**config.mk**
```make
export PLATFORM = sky130hd
export DESIGN_NAME = mem_access_unit_flat
export DESIGN_NICKNAME = d
export VERILOG_FILES = /design/src/rtl/mem_access_unit_if.sv /design/src/rtl/mem_access_unit.sv /design/src/flat_wrapper.sv
export SDC_FILE = /design/constraint.sdc
export NUM_CORES = 1
export LEC_CHECK = 0
export BUFFER_PORTS_ARGS = -buffer_cell sky130_fd_sc_hd__clkbuf_2
export CAP_MARGIN = 20
export CORE_ASPECT_RATIO = 2
export CORE_MARGIN = 2
export CORE_UTILIZATION = 50
export DETAILED_ROUTE_END_ITERATION = 10
export PLACE_DENSITY = 0.81
export SETUP_SLACK_MARGIN = 0.4
export SYNTH_ARGS = -nofsm -noshare
export SYNTH_HDL_FRONTEND = slang
export SYNTH_SLANG_ARGS = --single-unit
```
**constraint.sdc**
```tcl
create_clock -name clock -period 5.39 [get_ports clock]
set_input_delay 0.539 -clock clock [delete_from_list [all_inputs] [get_ports clock]]
set_output_delay 0.539 -clock clock [all_outputs]
set_load 0.03 [all_outputs]
```
**src/rtl/mem_access_unit_if.sv**
```systemverilog
// Load/store request, completion and data-bus signals of the memory access unit.
// The slave modport is the unit's view; the master modport is the decode/memory side.
interface mem_access_unit_if;
    logic        req_valid;
    logic        req_ready;
    logic        req_we;
    logic [31:0] req_addr;
    logic [31:0] req_wdata;
    logic [3:0]  req_wbmask;
    logic        req_sign;

    logic        resp_valid;
    logic [31:0] resp_rdata;
    logic        resp_err;

    logic        mem_valid;
    logic        mem_ready;
    logic        mem_we;
    logic [31:0] mem_addr;
    logic [31:0] mem_wdata;
    logic [3:0]  mem_wstrb;
    logic        mem_rvalid;
    logic [31:0] mem_rdata;

    modport slave (
        input  req_valid, req_we, req_addr, req_wdata, req_wbmask, req_sign,
        input  mem_ready, mem_rvalid, mem_rdata,
        output req_ready, resp_valid, resp_rdata, resp_err,
        output mem_valid, mem_we, mem_addr, mem_wdata, mem_wstrb
    );

    modport master (
        output req_valid, req_we, req_addr, req_wdata, req_wbmask, req_sign,
        output mem_ready, mem_rvalid, mem_rdata,
        input  req_ready, resp_valid, resp_rdata, resp_err,
        input  mem_valid, mem_we, mem_addr, mem_wdata, mem_wstrb
    );
endinterface

```
**src/rtl/mem_access_unit.sv**
```systemverilog
// Single-outstanding load/store engine: lane steering, load extension,
// alignment checking and a REQ/WAIT timeout on the word-wide data bus.
module mem_access_unit #(
    parameter int TIMEOUT_CYCLES = 255
) (
    input logic              clock,
    input logic              reset_n,
    mem_access_unit_if.slave bus
);

    localparam int CW = (TIMEOUT_CYCLES > 2) ? $clog2(TIMEOUT_CYCLES) : 1;

    typedef enum logic [1:0] {
        S_IDLE,
        S_REQ,
        S_WAIT,
        S_RESP
    } state_t;

    state_t        r_state;
    logic [CW-1:0] r_cnt;
    logic          r_we;
    logic [31:0]   r_mem_addr;
    logic [31:0]   r_mem_wdata;
    logic [3:0]    r_mem_wstrb;
    logic [1:0]    r_lane;
    logic [3:0]    r_mask;
    logic          r_sign;
    logic [31:0]   r_rdata;
    logic          r_err;

    logic          w_accept;
    logic          w_legal;
    logic          w_timeout;
    logic [31:0]   w_shifted;
    logic [31:0]   w_load_data;

    assign w_accept  = bus.req_valid && (r_state == S_IDLE);
    // The counter saturates at the last allowed cycle, so a ready that wins
    // the final REQ cycle leaves the load exactly one WAIT cycle for its data.
    assign w_timeout = (r_cnt >= CW'(TIMEOUT_CYCLES - 1));
    assign w_shifted = bus.mem_rdata >> {r_lane, 3'b000};

    // NOTE: every always_comb output is assigned a default first so no path can infer a latch.
    always_comb begin
        w_legal = 1'b0;
        case (bus.req_wbmask)
            4'b0001: w_legal = 1'b1;
            4'b0011: w_legal = ~bus.req_addr[0];
            4'b1111: w_legal = (bus.req_addr[1:0] == 2'b00);
            default: w_legal = 1'b0;
        endcase
    end

    always_comb begin
        w_load_data = w_shifted;
        case (r_mask)
            4'b0001: w_load_data = {{24{r_sign & w_shifted[7]}},  w_shifted[7:0]};
            4'b0011: w_load_data = {{16{r_sign & w_shifted[15]}}, w_shifted[15:0]};
            default: w_load_data = w_shifted;
        endcase
    end

    // NOTE: sequential state uses non-blocking assignments so every register samples pre-edge values.
    always_ff @(posedge clock or negedge reset_n) begin
        if (!reset_n) begin
            r_state     <= S_IDLE;
            r_cnt       <= '0;
            r_we        <= 1'b0;
            r_mem_addr  <= '0;
            r_mem_wdata <= '0;
            r_mem_wstrb <= '0;
            r_lane      <= '0;
            r_mask      <= '0;
            r_sign      <= 1'b0;
            r_rdata     <= '0;
            r_err       <= 1'b0;
        end else begin
            case (r_state)
                S_IDLE: begin
                    if (w_accept) begin
                        r_cnt       <= '0;
                        r_we        <= bus.req_we;
                        r_mem_addr  <= {bus.req_addr[31:2], 2'b00};
                        r_mem_wdata <= bus.req_wdata << {bus.req_addr[1:0], 3'b000};
                        r_mem_wstrb <= bus.req_we ? (bus.req_wbmask << bus.req_addr[1:0]) : 4'b0000;
                        r_lane      <= bus.req_addr[1:0];
                        r_mask      <= bus.req_wbmask;
                        r_sign      <= bus.req_sign;
                        r_rdata     <= '0;
                        r_err       <= ~w_legal;
                        r_state     <= w_legal ? S_REQ : S_RESP;
                    end
                end
                S_REQ: begin
                    if (!w_timeout) r_cnt <= r_cnt + 1'b1;
                    if (bus.mem_ready) begin
                        r_state <= r_we ? S_RESP : S_WAIT;
                    end else if (w_timeout) begin
                        r_err   <= 1'b1;
                        r_state <= S_RESP;
                    end
                end
                S_WAIT: begin
                    if (!w_timeout) r_cnt <= r_cnt + 1'b1;
                    if (bus.mem_rvalid) begin
                        r_rdata <= w_load_data;
                        r_state <= S_RESP;
                    end else if (w_timeout) begin
                        r_rdata <= '0;
                        r_err   <= 1'b1;
                        r_state <= S_RESP;
                    end
                end
                S_RESP: begin
                    r_state <= S_IDLE;
                end
                default: r_state <= S_IDLE;
            endcase
        end
    end

    assign bus.req_ready  = (r_state == S_IDLE);
    assign bus.resp_valid = (r_state == S_RESP);
    assign bus.resp_rdata = r_rdata;
    assign bus.resp_err   = r_err;
    assign bus.mem_valid  = (r_state == S_REQ);
    assign bus.mem_we     = r_we;
    assign bus.mem_addr   = r_mem_addr;
    assign bus.mem_wdata  = r_mem_wdata;
    assign bus.mem_wstrb  = r_mem_wstrb;

endmodule

```
**src/flat_wrapper.sv**
```systemverilog
// flat-port wrapper written by rule: the top's interface ports become plain ports
module mem_access_unit_flat 
#(
    parameter int TIMEOUT_CYCLES = 255
)
  (clock, reset_n, bus_req_valid, bus_req_we, bus_req_addr, bus_req_wdata, bus_req_wbmask, bus_req_sign, bus_mem_ready, bus_mem_rvalid, bus_mem_rdata, bus_req_ready, bus_resp_valid, bus_resp_rdata, bus_resp_err, bus_mem_valid, bus_mem_we, bus_mem_addr, bus_mem_wdata, bus_mem_wstrb);
  mem_access_unit_if bus_i ();
  input logic clock;
  input logic reset_n;
  input wire logic [$bits(bus_i.req_valid)-1:0] bus_req_valid;
  input wire logic [$bits(bus_i.req_we)-1:0] bus_req_we;
  input wire logic [$bits(bus_i.req_addr)-1:0] bus_req_addr;
  input wire logic [$bits(bus_i.req_wdata)-1:0] bus_req_wdata;
  input wire logic [$bits(bus_i.req_wbmask)-1:0] bus_req_wbmask;
  input wire logic [$bits(bus_i.req_sign)-1:0] bus_req_sign;
  input wire logic [$bits(bus_i.mem_ready)-1:0] bus_mem_ready;
  input wire logic [$bits(bus_i.mem_rvalid)-1:0] bus_mem_rvalid;
  input wire logic [$bits(bus_i.mem_rdata)-1:0] bus_mem_rdata;
  output wire logic [$bits(bus_i.req_ready)-1:0] bus_req_ready;
  output wire logic [$bits(bus_i.resp_valid)-1:0] bus_resp_valid;
  output wire logic [$bits(bus_i.resp_rdata)-1:0] bus_resp_rdata;
  output wire logic [$bits(bus_i.resp_err)-1:0] bus_resp_err;
  output wire logic [$bits(bus_i.mem_valid)-1:0] bus_mem_valid;
  output wire logic [$bits(bus_i.mem_we)-1:0] bus_mem_we;
  output wire logic [$bits(bus_i.mem_addr)-1:0] bus_mem_addr;
  output wire logic [$bits(bus_i.mem_wdata)-1:0] bus_mem_wdata;
  output wire logic [$bits(bus_i.mem_wstrb)-1:0] bus_mem_wstrb;
  assign bus_i.req_valid = bus_req_valid;
  assign bus_i.req_we = bus_req_we;
  assign bus_i.req_addr = bus_req_addr;
  assign bus_i.req_wdata = bus_req_wdata;
  assign bus_i.req_wbmask = bus_req_wbmask;
  assign bus_i.req_sign = bus_req_sign;
  assign bus_i.mem_ready = bus_mem_ready;
  assign bus_i.mem_rvalid = bus_mem_rvalid;
  assign bus_i.mem_rdata = bus_mem_rdata;
  assign bus_req_ready = bus_i.req_ready;
  assign bus_resp_valid = bus_i.resp_valid;
  assign bus_resp_rdata = bus_i.resp_rdata;
  assign bus_resp_err = bus_i.resp_err;
  assign bus_mem_valid = bus_i.mem_valid;
  assign bus_mem_we = bus_i.mem_we;
  assign bus_mem_addr = bus_i.mem_addr;
  assign bus_mem_wdata = bus_i.mem_wdata;
  assign bus_mem_wstrb = bus_i.mem_wstrb;
  mem_access_unit #(.TIMEOUT_CYCLES(TIMEOUT_CYCLES)) u_core (.clock(clock), .reset_n(reset_n), .bus(bus_i));
endmodule
```
==> metrics.md <==
| Metric | Value |
|---|---|
| Largest net degree at the start of global routing | `92` |
| Wire length per cell after detailed routing | `18.6 um` |
| Worst-path maximum fanout | `91` |
| Min Clock Period, post-route | `2.92 ns` |
| Total GRT Usage | `27.0%` |
| Worst min-delay path class | `primary input to asynchronous set/reset pin` |
| Clk Latency, worst-skew pair | `0.41 ns` |
| Cells after synthesis | `499` |
| Core Util, Final | `65.5%` |
| Post-synthesis async set-or-reset flop share | `100%` |
| # IOs | `212` |
| RSZ-0062 raised after global routing | `no` |
| # DRC | `0` |
| Proportion of power drawn by flip-flops and latches | `31.7%` |
| Nets | `811` |
| H-tree levels | `4` |
| R2R Setup Slk | `2.47 ns` |
| # diodes | `0` |
| Sw power | `2.21 mW` |
| Vias in the first global route | `5193` |
| Clock transition at the registers of the reported paths | `0.06 ns` |
| Multi-input combinational cell area | `2560 um2` |
| Slew Limit Fails | `0` |
| Yosys warns | `0` |
| Main synth FF type | `dfrtp_1` |
| Most instantiated library cell after synthesis | `dfrtp_1` |
| LEAKAGE | `3.76 nW` |
| Placer Congestion | `0.898` |
| Register area | `2930 um2` |
| WL final | `15900 um` |
| Final antenna-violating net count | `0` |
| Required time of the critical path | `5.73 ns` |
| Reg-to-Reg Start | `u_core.r_state[1]` |
| PD cells | `674 nW/um2` |
| Comb power frac | `46.6%` |
| Starting density of the core | `50.6%` |
| Startpoint types | `flop` |
| EDFF count, synth | `0` |
| Fillers | `864` |
| R2r worst-path depth | `5` |
| Clk sinks | `117` |
| P_int | `2.74 mW` |
| Mean number of vias per cell | `5.80` |
| Gr ovfl total | `0` |
| First-pass GRT wire length | `25500 um` |
| Layout cells sized above 1 | `43.8%` |
| Final instance count without filler cells | `852` |
| Fmax | `0.343 GHz` |
| R2R Path End | `u_core.bus.mem_wdata[7]` |
| Max-Cap Viols | `0` |
| Initial DRT Pass Iterations | `4` |
| Clock tree buffer depth | `2` |
| Worst-margin pin slew | `1.02 ns` |
| DIE AREA | `12300 um2` |
| Area growth, synth to finish | `29.4%` |
| Synthesized area | `5680 um2` |
| Hold slack | `0.270 ns` |
| Commonest cells in the netlist | `dfrtp_1, mux2_2, nand2_1` |
| TritonCTS clock tree | `yes` |
| Total number of vias | `4939` |
| Cell accounting for the most synthesized area | `dfrtp_1` |
| Syn avg cell area | `11.4 um2` |
| Synth top area cells | `dfrtp_1, mux2_2, mux2i_1` |
| CTS Buf Count | `17` |
| Sw Ratio | `44.7%` |
| Cts hold-fix bufs | `0` |
| Final setup fails | `0` |
| Detailed Place HPWL | `11800 um` |
| Status | `completed` |
| Peak supply drop | `0.000437 V` |
| Fin crit share | `54.1%` |
| Post-placement cell count | `819` |
| Distinct cells, synth | `51` |
| Port bufs | `209` |
| Endpoint class of the critical path | `flop` |
| Initial antenna violation count | `0` |
| Skew final | `0.00868 ns` |
| Sequential area share after synthesis | `51.6%` |
| Post-synthesis register bit count | `117` |
| Core footprint | `11200 um2` |
| Fin Setup TNS | `0 ns` |
| Share of power burned in the clock network | `21.6%` |
| Rows | `55` |
| DIE HEIGHT | `155 um` |
| Worst path arrival time | `3.26 ns` |
| Die X | `79.3 um` |
| Starting DRT DRC Count | `192` |
| Slew headroom | `32.3%` |
| Crit path kind | `flop to flop` |
| CTS Root Cell | `clkbuf_16` |
| Post-synth top area share | `51.6%` |
| Post-CTS setup buffers | `0` |
| Number of gates resized after cts | `0` |
| Final Hold Fails | `0` |
## power by group through the flow
| stage | Combinational [mW] | Sequential [mW] | Clock [mW] |
|---|---|---|---|
| after floorplan | 0.999 | 2.19 | 0 |
| after global placement | 2.25 | 1.55 | 0 |
| after CTS | 2.33 | 1.57 | 1.09 |
| final | 2.31 | 1.57 | 1.07 |
| after global routing | 2.47 | 1.62 | 1.13 |
| after detailed placement | 2.32 | 1.57 | 0 |
## worst max-delay path by stage
| stage | from | cells past startpoint | slack, ns | to |
|---|---|---|---|---|
| global route | u_core.r_state[0] | 5 | 2.22 | u_core.bus.mem_wdata[7] |
| CTS | u_core.r_state[1] | 5 | 2.48 | u_core.bus.mem_wdata[7] |
| detailed placement | u_core.r_state[1] | 5 | 2.47 | u_core.bus.mem_wdata[4] |
| finish | u_core.r_state[1] | 5 | 2.47 | u_core.bus.mem_wdata[7] |
| global placement | u_core.r_state[1] | 7 | 2.64 | u_core.bus.resp_rdata[11] |
| floorplan | u_core.r_state[1] | 8 | 3.28 | u_core.bus.resp_rdata[10] |
## per-layer routing
| layer | up-vias | part of all wire, % | GRT usage, % | wire length [um] |
|---|---|---|---|---|
| met5 | - | 0 | 0 | 0 |
| li1 | 2229 | - | - | - |
| met1 | 2418 | 34 | 27.6 | 5410 |
| met3 | 56 | 5.7 | 6.42 | 912 |
| met4 | 0 | 4.6 | 15.5 | 733 |
| met2 | 236 | 56 | 48.7 | 8820 |
## placed cells by master, fill, tap and decap left out, types with 3 or more instances in the layout
master,Yosys,layout
clkinv_4,0,5
nand2_1,48,47
nor2_1,22,22
o41ai_1,3,3
inv_1,8,8
buf_4,5,5
or3_1,3,3
a22o_1,9,9
mux2_2,54,54
a211oi_1,8,8
ha_1,7,7
clkbuf_16,0,17
mux2i_1,34,34
clkbuf_2,0,208
dfrtp_1,117,117
nand2b_1,3,3
a221o_1,16,16
clkinvlp_4,0,3
o211ai_1,3,3
nand3_1,3,3
clkinv_2,0,3
nor2b_1,11,11
o31ai_1,3,3
o21ai_0,40,40
o2bb2ai_1,8,8
a211o_1,10,10
a21oi_1,24,24
## final cells by class
type / instances / share of cell area [%]
clock buffer: 18 / 5.98
sequential: 117 / 39.9
clock inverter: 14 / 1.75
multi-input combinational: 340 / 34.9
inverter: 8 / 0.409
timing repair buffer: 213 / 14.7
tap: 142 / 2.42
## state kept, by name, summed over array words and instances (netlist names), 2 cells and up
signal,cells
u_core.r_state,2
u_core.bus.mem_wstrb,4
u_core.bus.mem_addr,30
u_core.r_lane,2
u_core.bus.mem_wdata,32
u_core.r_cnt,8
u_core.r_mask,4
u_core.bus.resp_rdata,32
## stage by stage
step	instance area, um2	power (mW)	setup slack, ns
2_1_floorplan	5680	3.19	3.28
3_3_place_gp	6770	3.80	2.64
3_5_place_dp	6770	3.89	2.47
4_1_cts	7340	4.98	2.48
5_1_grt	7350	5.21	2.22
6_report	7350	4.95	2.47
## critical path, stage by stage (launching register included)
cell     delay (ns)
dfrtp_1        0.41
inv_1          0.13
ha_1           0.42
nand2_4        0.60
nor3_1         0.98
a22o_1         0.25
## cells by family (layout without fill, tap and decap cells)
kind of cell / after synthesis / after routing / synth area share [%]
XOR/XNOR: 1 / 1 / 0.154
other: 1 / 2 / 0.0661
multiplexers: 89 / 89 / 17.0
flip-flops: 117 / 117 / 51.6
adder cells (fa/ha/maj): 7 / 7 / 1.54
AND/OR/NAND/NOR: 107 / 107 / 9.17
buffers and inverters: 43 / 253 / 3.59
AO/OA/AOI/OAI: 134 / 134 / 16.9
No activity file was read; power rests on OpenSTA's default activity.
